### src/rtl/tdc_readout.sv
// tdc_readout: synchronises the tdc thermometer code, encodes it to a tap count
// and accumulates a batch of 2^AVG_LOG2 samples behind a valid/ready handshake.
module tdc_readout #(
  parameter int AVG_LOG2 = 4,
  localparam int RESULT_W = AVG_LOG2 + 4
) (
  input  logic                clk,
  input  logic                rst_n,
  input  logic [7:0]          term,
  input  logic                arm,
  output logic                busy,
  output logic [3:0]          code,
  output logic [RESULT_W-1:0] sum,
  output logic [AVG_LOG2:0]   sat_cnt,
  output logic                bubble,
  output logic                valid,
  input  logic                ready
);
  typedef enum logic [1:0] {IDLE, SETTLE, ACCUM, DONE} state_t;
  state_t                r_state, w_next;
  logic [7:0]            r_s1, r_s2;
  logic [3:0]            r_code;
  logic                  r_sat, r_bub;
  logic [AVG_LOG2-1:0]   r_cnt;
  logic [RESULT_W-1:0]   r_sum;
  logic [AVG_LOG2:0]     r_satc;
  logic                  r_bubble;
  logic                  w_last;
  logic                  w_bub;
  assign w_last = &r_cnt;
  assign w_bub  = |(r_s2[7:1] & ~r_s2[6:0]);
  // code, sat and bubble flags are registered together so each ACCUM add sees one coherent sample
  always_ff @(posedge clk or negedge rst_n) begin
    if (!rst_n) begin
      r_s1   <= '0;
      r_s2   <= '0;
      r_code <= '0;
      r_sat  <= 1'b0;
      r_bub  <= 1'b0;
    end else begin
      r_s1   <= term;
      r_s2   <= r_s1;
      r_code <= 4'($countones(r_s2));
      r_sat  <= &r_s2;
      r_bub  <= w_bub;
    end
  end
  always_ff @(posedge clk or negedge rst_n) begin
    if (!rst_n) r_state <= IDLE;
    else        r_state <= w_next;
  end
  always_comb begin
    w_next = r_state;
    case (r_state)
      IDLE:    w_next = arm ? SETTLE : IDLE;
      SETTLE:  w_next = r_cnt[0] ? ACCUM : SETTLE;
      ACCUM:   w_next = w_last ? DONE : ACCUM;
      DONE:    w_next = ready ? IDLE : DONE;
      default: w_next = IDLE;
    endcase
  end
  always_comb begin
    busy  = r_state != IDLE;
    valid = r_state == DONE;
  end
  // r_cnt counts the two SETTLE cycles, then the N ACCUM samples
  always_ff @(posedge clk or negedge rst_n) begin
    if (!rst_n) begin
      r_cnt    <= '0;
      r_sum    <= '0;
      r_satc   <= '0;
      r_bubble <= 1'b0;
    end else if (r_state == IDLE && arm) begin
      r_cnt    <= '0;
      r_sum    <= '0;
      r_satc   <= '0;
      r_bubble <= 1'b0;
    end else if (r_state == SETTLE) begin
      r_cnt <= r_cnt[0] ? '0 : r_cnt + 1'b1;
    end else if (r_state == ACCUM) begin
      r_cnt    <= r_cnt + 1'b1;
      r_sum    <= r_sum + RESULT_W'(r_code);
      r_satc   <= r_satc + (AVG_LOG2+1)'(r_sat);
      r_bubble <= r_bubble | r_bub;
    end
  end
  assign code    = r_code;
  assign sum     = r_sum;
  assign sat_cnt = r_satc;
  assign bubble  = r_bubble;
endmodule

### config.mk
export PLATFORM = sky130hd
export DESIGN_NAME = tdc_readout
export DESIGN_NICKNAME = d
export VERILOG_FILES = /design/src/rtl/tdc_readout.sv
export SDC_FILE = /design/constraint.sdc
export NUM_CORES = 1
export LEC_CHECK = 0
export ABC_AREA = 0
export CELL_PAD_IN_SITES_DETAIL_PLACEMENT = 2
export CELL_PAD_IN_SITES_GLOBAL_PLACEMENT = 2
export CORE_MARGIN = 2
export CORE_UTILIZATION = 30
export CTS_CLUSTER_SIZE = 24
export DETAILED_ROUTE_END_ITERATION = 16
export GPL_TIMING_DRIVEN = 1
export HOLD_SLACK_MARGIN = 0.12
export PLACE_DENSITY = 0.66
export SLEW_MARGIN = 20
export SYNTH_ARGS = -nofsm -noshare
export SYNTH_HDL_FRONTEND = slang
export SYNTH_SLANG_ARGS = --single-unit
export TNS_END_PERCENT = 30
### constraint.sdc
create_clock -name clk -period 3.94 [get_ports clk]
set_input_delay 0.788 -clock clk [delete_from_list [all_inputs] [get_ports clk]]
set_output_delay 0.788 -clock clk [all_outputs]
set_load 0.02 [all_outputs]
After elaboration in Yosys (flattened, before gate mapping)
Cells that the tools add are included.

Add/sub/neg operators: 10. Multiply operators: 0. Div/mod/pow operators: 0. $lt $le $gt $ge: 0. Equal/unequal tests: 4. Shifts and indexed selects: 0. Mux-type cells: 18. Bitwise logic cells: 3. Reductions and logical operators: 9.

Operator list (number): 8-bit 2-to-1 mux (3); 4-bit 2-to-1 mux (4); 5-bit 2-to-1 mux (3); 1-bit by 1-bit adder with 2-bit output (4); 8-bit by 4-bit adder with 8-bit output (1); 2-bit one-hot mux with 4 select lines (1); 8-bit AND reduction (1); 7-bit AND (1); 7-bit NOT (1); 7-bit OR reduction (1); 2-bit by 2-bit adder with 3-bit output (2); 5-bit by 1-bit adder with 5-bit output (1); 1-bit 2-to-1 mux (5); 3-bit by 3-bit adder with 4-bit output (1); 4-bit by 1-bit adder with 4-bit output (second input constant) (1); 2-bit == test (second input constant) (2); 2-bit 2-to-1 mux (2); 4-bit AND reduction (1); 2-bit nonzero test (2); 3-bit nonzero test (1); 2-bit by 1-bit == test with 1-bit output (second input constant) (1); 2-bit zero test (1); 2-bit inequality test (second input constant) (1); 2-bit AND reduction (1); 2 further kinds (2).

Register bits: 42. Bits in latches: 0. Memory bits (writable): 0. ROM bits: 0. Input bits: 12. Output and inout bits: 20. Word-level logic and storage cells: 54. Memories kept: 0.

Depth between registers and ports, before layout
Word-level depth: 4. Mapped depth: 9. Mapped depth without buffers: 9.

Least setup slack after synthesis
No wires, ideal clock.

Path kind: reg2reg. Start: register r_s2[0]. End: register r_code[2], in the netlist code[2]. Setup time: 0.123 ns. Arrival time: 2.583 ns. Data required time: 3.817 ns. Slack: 1.235 ns. Stages on the path, launching flop included: 10. Path buffers: 0. Period minus slack after synthesis: 2.705 ns. Path through: dfrtp_1 fa_1 inv_1 fa_1 fa_1 inv_1 ha_1 inv_1 fa_1 xnor2_1.

Word-level cells in the longest chain between the ends: 3.

RTL lines: start, declared (line 21) `logic [7:0] r_s1, r_s2;`; start signal, assigned (line 42) `r_s2 <= r_s1;`; 1-bit by 1-bit adder with 2-bit output (implied by the code) (line 43) `r_code <= 4'($countones(r_s2));`; 2-bit by 2-bit adder with 3-bit output (implied by the code) (line 43); 3-bit by 3-bit adder with 4-bit output (implied by the code) (line 43); end signal, assigned (line 43); end, declared (line 22) `logic [3:0] r_code;`.

No other way between the ends. A chain may end at the register's enable or synchronous reset.

Final worst setup path
Same ends and word-level chain as after synthesis.

==> flow_summary_export.csv <==
group,metric,value,unit
critical_path,critPathCaptureType,"flip-flop",
floorplanning,ios,32,
routing,wire_per_inst,16.0,µm
yosys,synth_flop_cell,"dfrtp_1",
place,dp.cells,284,
critical_path,crit_type,"reg2reg",
grt,grt_pass1_vias,1611,
timing,rsz0062_at_grt,"false",
floorplanning,initial_utilization,30.6,%
floorplanning,die_h,86.5,µm
clocking,clk_latency,0.30,ns
final_layout,fill_cells,711,
timing,timing.final.crit_share,71.8,%
final_layout,fin_area,2490,µm²
pwr,comb_power_share,43.3,%
min_path,hp-class,"reg2reg",
clocking,cts_max_level,2,
clocking,cts_sinks,42,
critical_path,cp-start-kind,"flip-flop",
yosys,postSynthAreaPerCell,11.3,µm²
final_layout,drive_gt1_share,11.3,%
routing,via_per_inst,5.00,
routing,firstDrtPassIters,3,
place,place_area,2400,µm²
outcome,status,"finished, final reports clean",
clocking,clockBufferDepth,2,
place,portBuffers,31,
yosys,seq_area_frac_synth,51.5,%
pwr,p_per_area,677,nW/µm²
yosys,synthCells,180,
floorplanning,die_w,86.5,µm
clocking,post_cts_buffers,0,
grt,grt_pass1_wl,8070,µm
timing,relSlewSlack,37.0,%
yosys,synth-edff-count,0,
clocking,clk_pin_slew,0.09,ns
pwr,p_leak,1.09,nW
pwr,netSwitchingFraction,42.0,%
yosys,netlist_area,2040,µm²
final_layout,layout.nets,240,
floorplanning,die_area,7480,µm²
timing,setup_ws,1.11,ns
routing,drc,0,
timing,slew_violations,0,
critical_path,critPathRequiredTime,4.13,ns
final_layout,regArea,1050,µm²
clocking,cts_buffers,5,
grt,gr-total-overflow,0,
critical_path,arrival,3.02,ns
clocking,cts_tree,"yes",
yosys,synth_fp_nets,209,
final_layout,multi_input_area,868,µm²
place,dp_hpwl,3510,µm
final_layout,finish.utilization,37.3,%
grt,grt_usage,13.9,%
place,pre_cts_ws,1.09,ns
yosys,postSynth.asyncResetShare,100,%
timing,setup_tns,0,ns
yosys,synth_warnings,0,
routing,drt-total-wl,4680,µm
pwr,internal_power,977,µW
grt,grt_max_degree,43,
routing,vias,1460,
pwr,p_switching,708,µW
yosys,synth.distinct_cells,40,
critical_path,crit_top_cell,"fa_1",
timing,skew,0.00379,ns
floorplanning,num_rows,30,
pwr,pwr-share-clk,17.2,%
critical_path,max_stage_delay,0.54,ns
timing,fmax,0.353,GHz
timing,min_period,2.83,ns
final_layout,antennaDiodeCount,0,
routing,drtIter0Drc,38,
clocking,postCtsHoldBufs,0,
timing,setup_viol,0,
timing,hold_violations,0,
flow_run,maxCapViolCount,0,
clocking,clk_root_buffer_cell,"clkbuf_8",
yosys,ys_ff_latch,42,
clocking,cts_resized,0,
critical_path,worst-path-max-fanout,3,
timing,tightest_slew,0.946,ns
critical_path,cp_cell_sequence,"fa_1, inv_1, fa_1, fa_1, inv_1, ha_1, inv_1, fa_1, xnor2_1",
routing,ant_nets,0,
pwr,pwr-share-seq,39.5,%
place,place_congestion,0.839,
final_layout,area_growth,21.9,%
final_layout,final_cells,292,
pwr,vdd_ir_drop_max,0.285,mV
grt,antenna_found_initial,0,
critical_path,critical_path.slowest_cell,"fa_1",
floorplanning,core_area,6680,µm²
layout by cell type (no fill, tap or decap), drive strengths merged, types with 2 or more instances in the layout:
cell type,count
inv,20
fa,5
o21ai,12
nand2,18
o211ai,3
mux2i,5
nor3,2
nand4,3
clkbuf,5
nand3,8
a21oi,7
clkdlybuf4s50,30
a211oi,3
o2111ai,3
dfrtp,42
nor2b,3
ha,12
nand2b,3
nor2,8
a31oi,2
a221oi,2
cell usage after synthesis, types with 2 or more instances:
| master | number | share of area, % |
|---|---|---|
| o2111ai_1 | 3 | 1.3 |
| mux2i_1 | 5 | 2.5 |
| nand2b_1 | 3 | 0.92 |
| o21ai_0 | 8 | 2.0 |
| a21oi_1 | 7 | 1.7 |
| nand2_1 | 17 | 3.1 |
| nor3_1 | 2 | 0.49 |
| a211oi_1 | 2 | 0.74 |
| o211ai_1 | 2 | 0.74 |
| nand3_2 | 7 | 3.4 |
| nand4_1 | 3 | 0.92 |
| ha_1 | 12 | 7.4 |
| nor2_1 | 8 | 1.5 |
| dfrtp_1 | 42 | 51 |
| fa_1 | 5 | 4.9 |
| buf_2 | 5 | 1.2 |
| inv_1 | 19 | 3.5 |
| a221oi_1 | 2 | 0.86 |
| nor2b_1 | 3 | 0.92 |
| o21ai_2 | 4 | 1.7 |
| a31oi_1 | 2 | 0.61 |
per-layer routing:
layer | share of wire [%] | global-route usage, %
met1 | 42 | 16.5
met2 | 53 | 25.1
met5 | 0 | 0
met3 | 3.7 | 3.24
met4 | 0.96 | 3.41
critical path, delay by kind of cell (launching register included):
kind	cells	cell delay, ns
XOR/XNOR	1	0.13
adder cells (fa/ha/maj)	5	1.99
buffers and inverters	3	0.18
flip-flops	1	0.42
worst paths after layout:
kind	from	cells past startpoint	slack (ns)	end
setup reg to reg	r_s2[0]	9	1.11	code[2]
hold / removal	r_s1[3]	0	0.36	r_s2[3]
setup / recovery	r_s2[0]	9	1.11	code[2]
max in group asynchronous	rst_n	1	2.73	r_s2[7]
hold reg to reg	r_s1[3]	0	0.36	r_s2[3]
min in group asynchronous	rst_n	1	0.62	sum[1]
cell type report:
type / count / share of cell area, %
clock inverters: 3 / 1.01
multi-input cells: 112 / 34.9
well taps: 80 / 4.02
repair buffers: 31 / 12.3
flip-flops and latches: 42 / 42.2
inverters: 19 / 2.86
clock buffers: 5 / 2.76
kinds of logic after synthesis:
group	count (synthesis)	synth area share [%]
AND/OR/NAND/NOR	52	14.5
flip-flops	42	51.5
AO/OA/AOI/OAI	36	12.5
buffers and inverters	26	6.00
adder cells (fa/ha/maj)	17	12.3
multiplexers	5	2.45
XOR/XNOR	2	0.858
metrics by stage:
stage | hold WS [ns] | total power, mW
final | 0.362 | 1.69
after global routing | 0.377 | 1.83
after CTS | 0.365 | 1.72
after detailed placement | 0.344 | 1.42
after global placement | 0.339 | 1.37
after floorplan | 0.331 | 1.15
power groups by stage:
stage	registers, mW	clock network [mW]	logic [mW]
after detailed placement	0.677	0	0.742
after global routing	0.688	0.319	0.820
after CTS	0.669	0.302	0.747
final	0.665	0.290	0.730
after floorplan	0.683	0	0.463
after global placement	0.666	0	0.701
state kept, by name (all words and copies together), names as in the netlist:
register  flops
r_sat         1
r_s2          8
code          4
sat_cnt       5
r_bub         1
r_state       2
r_cnt         4
r_s1          8
sum           8
bubble        1
Note: power is estimated with default switching activity, not from simulation.
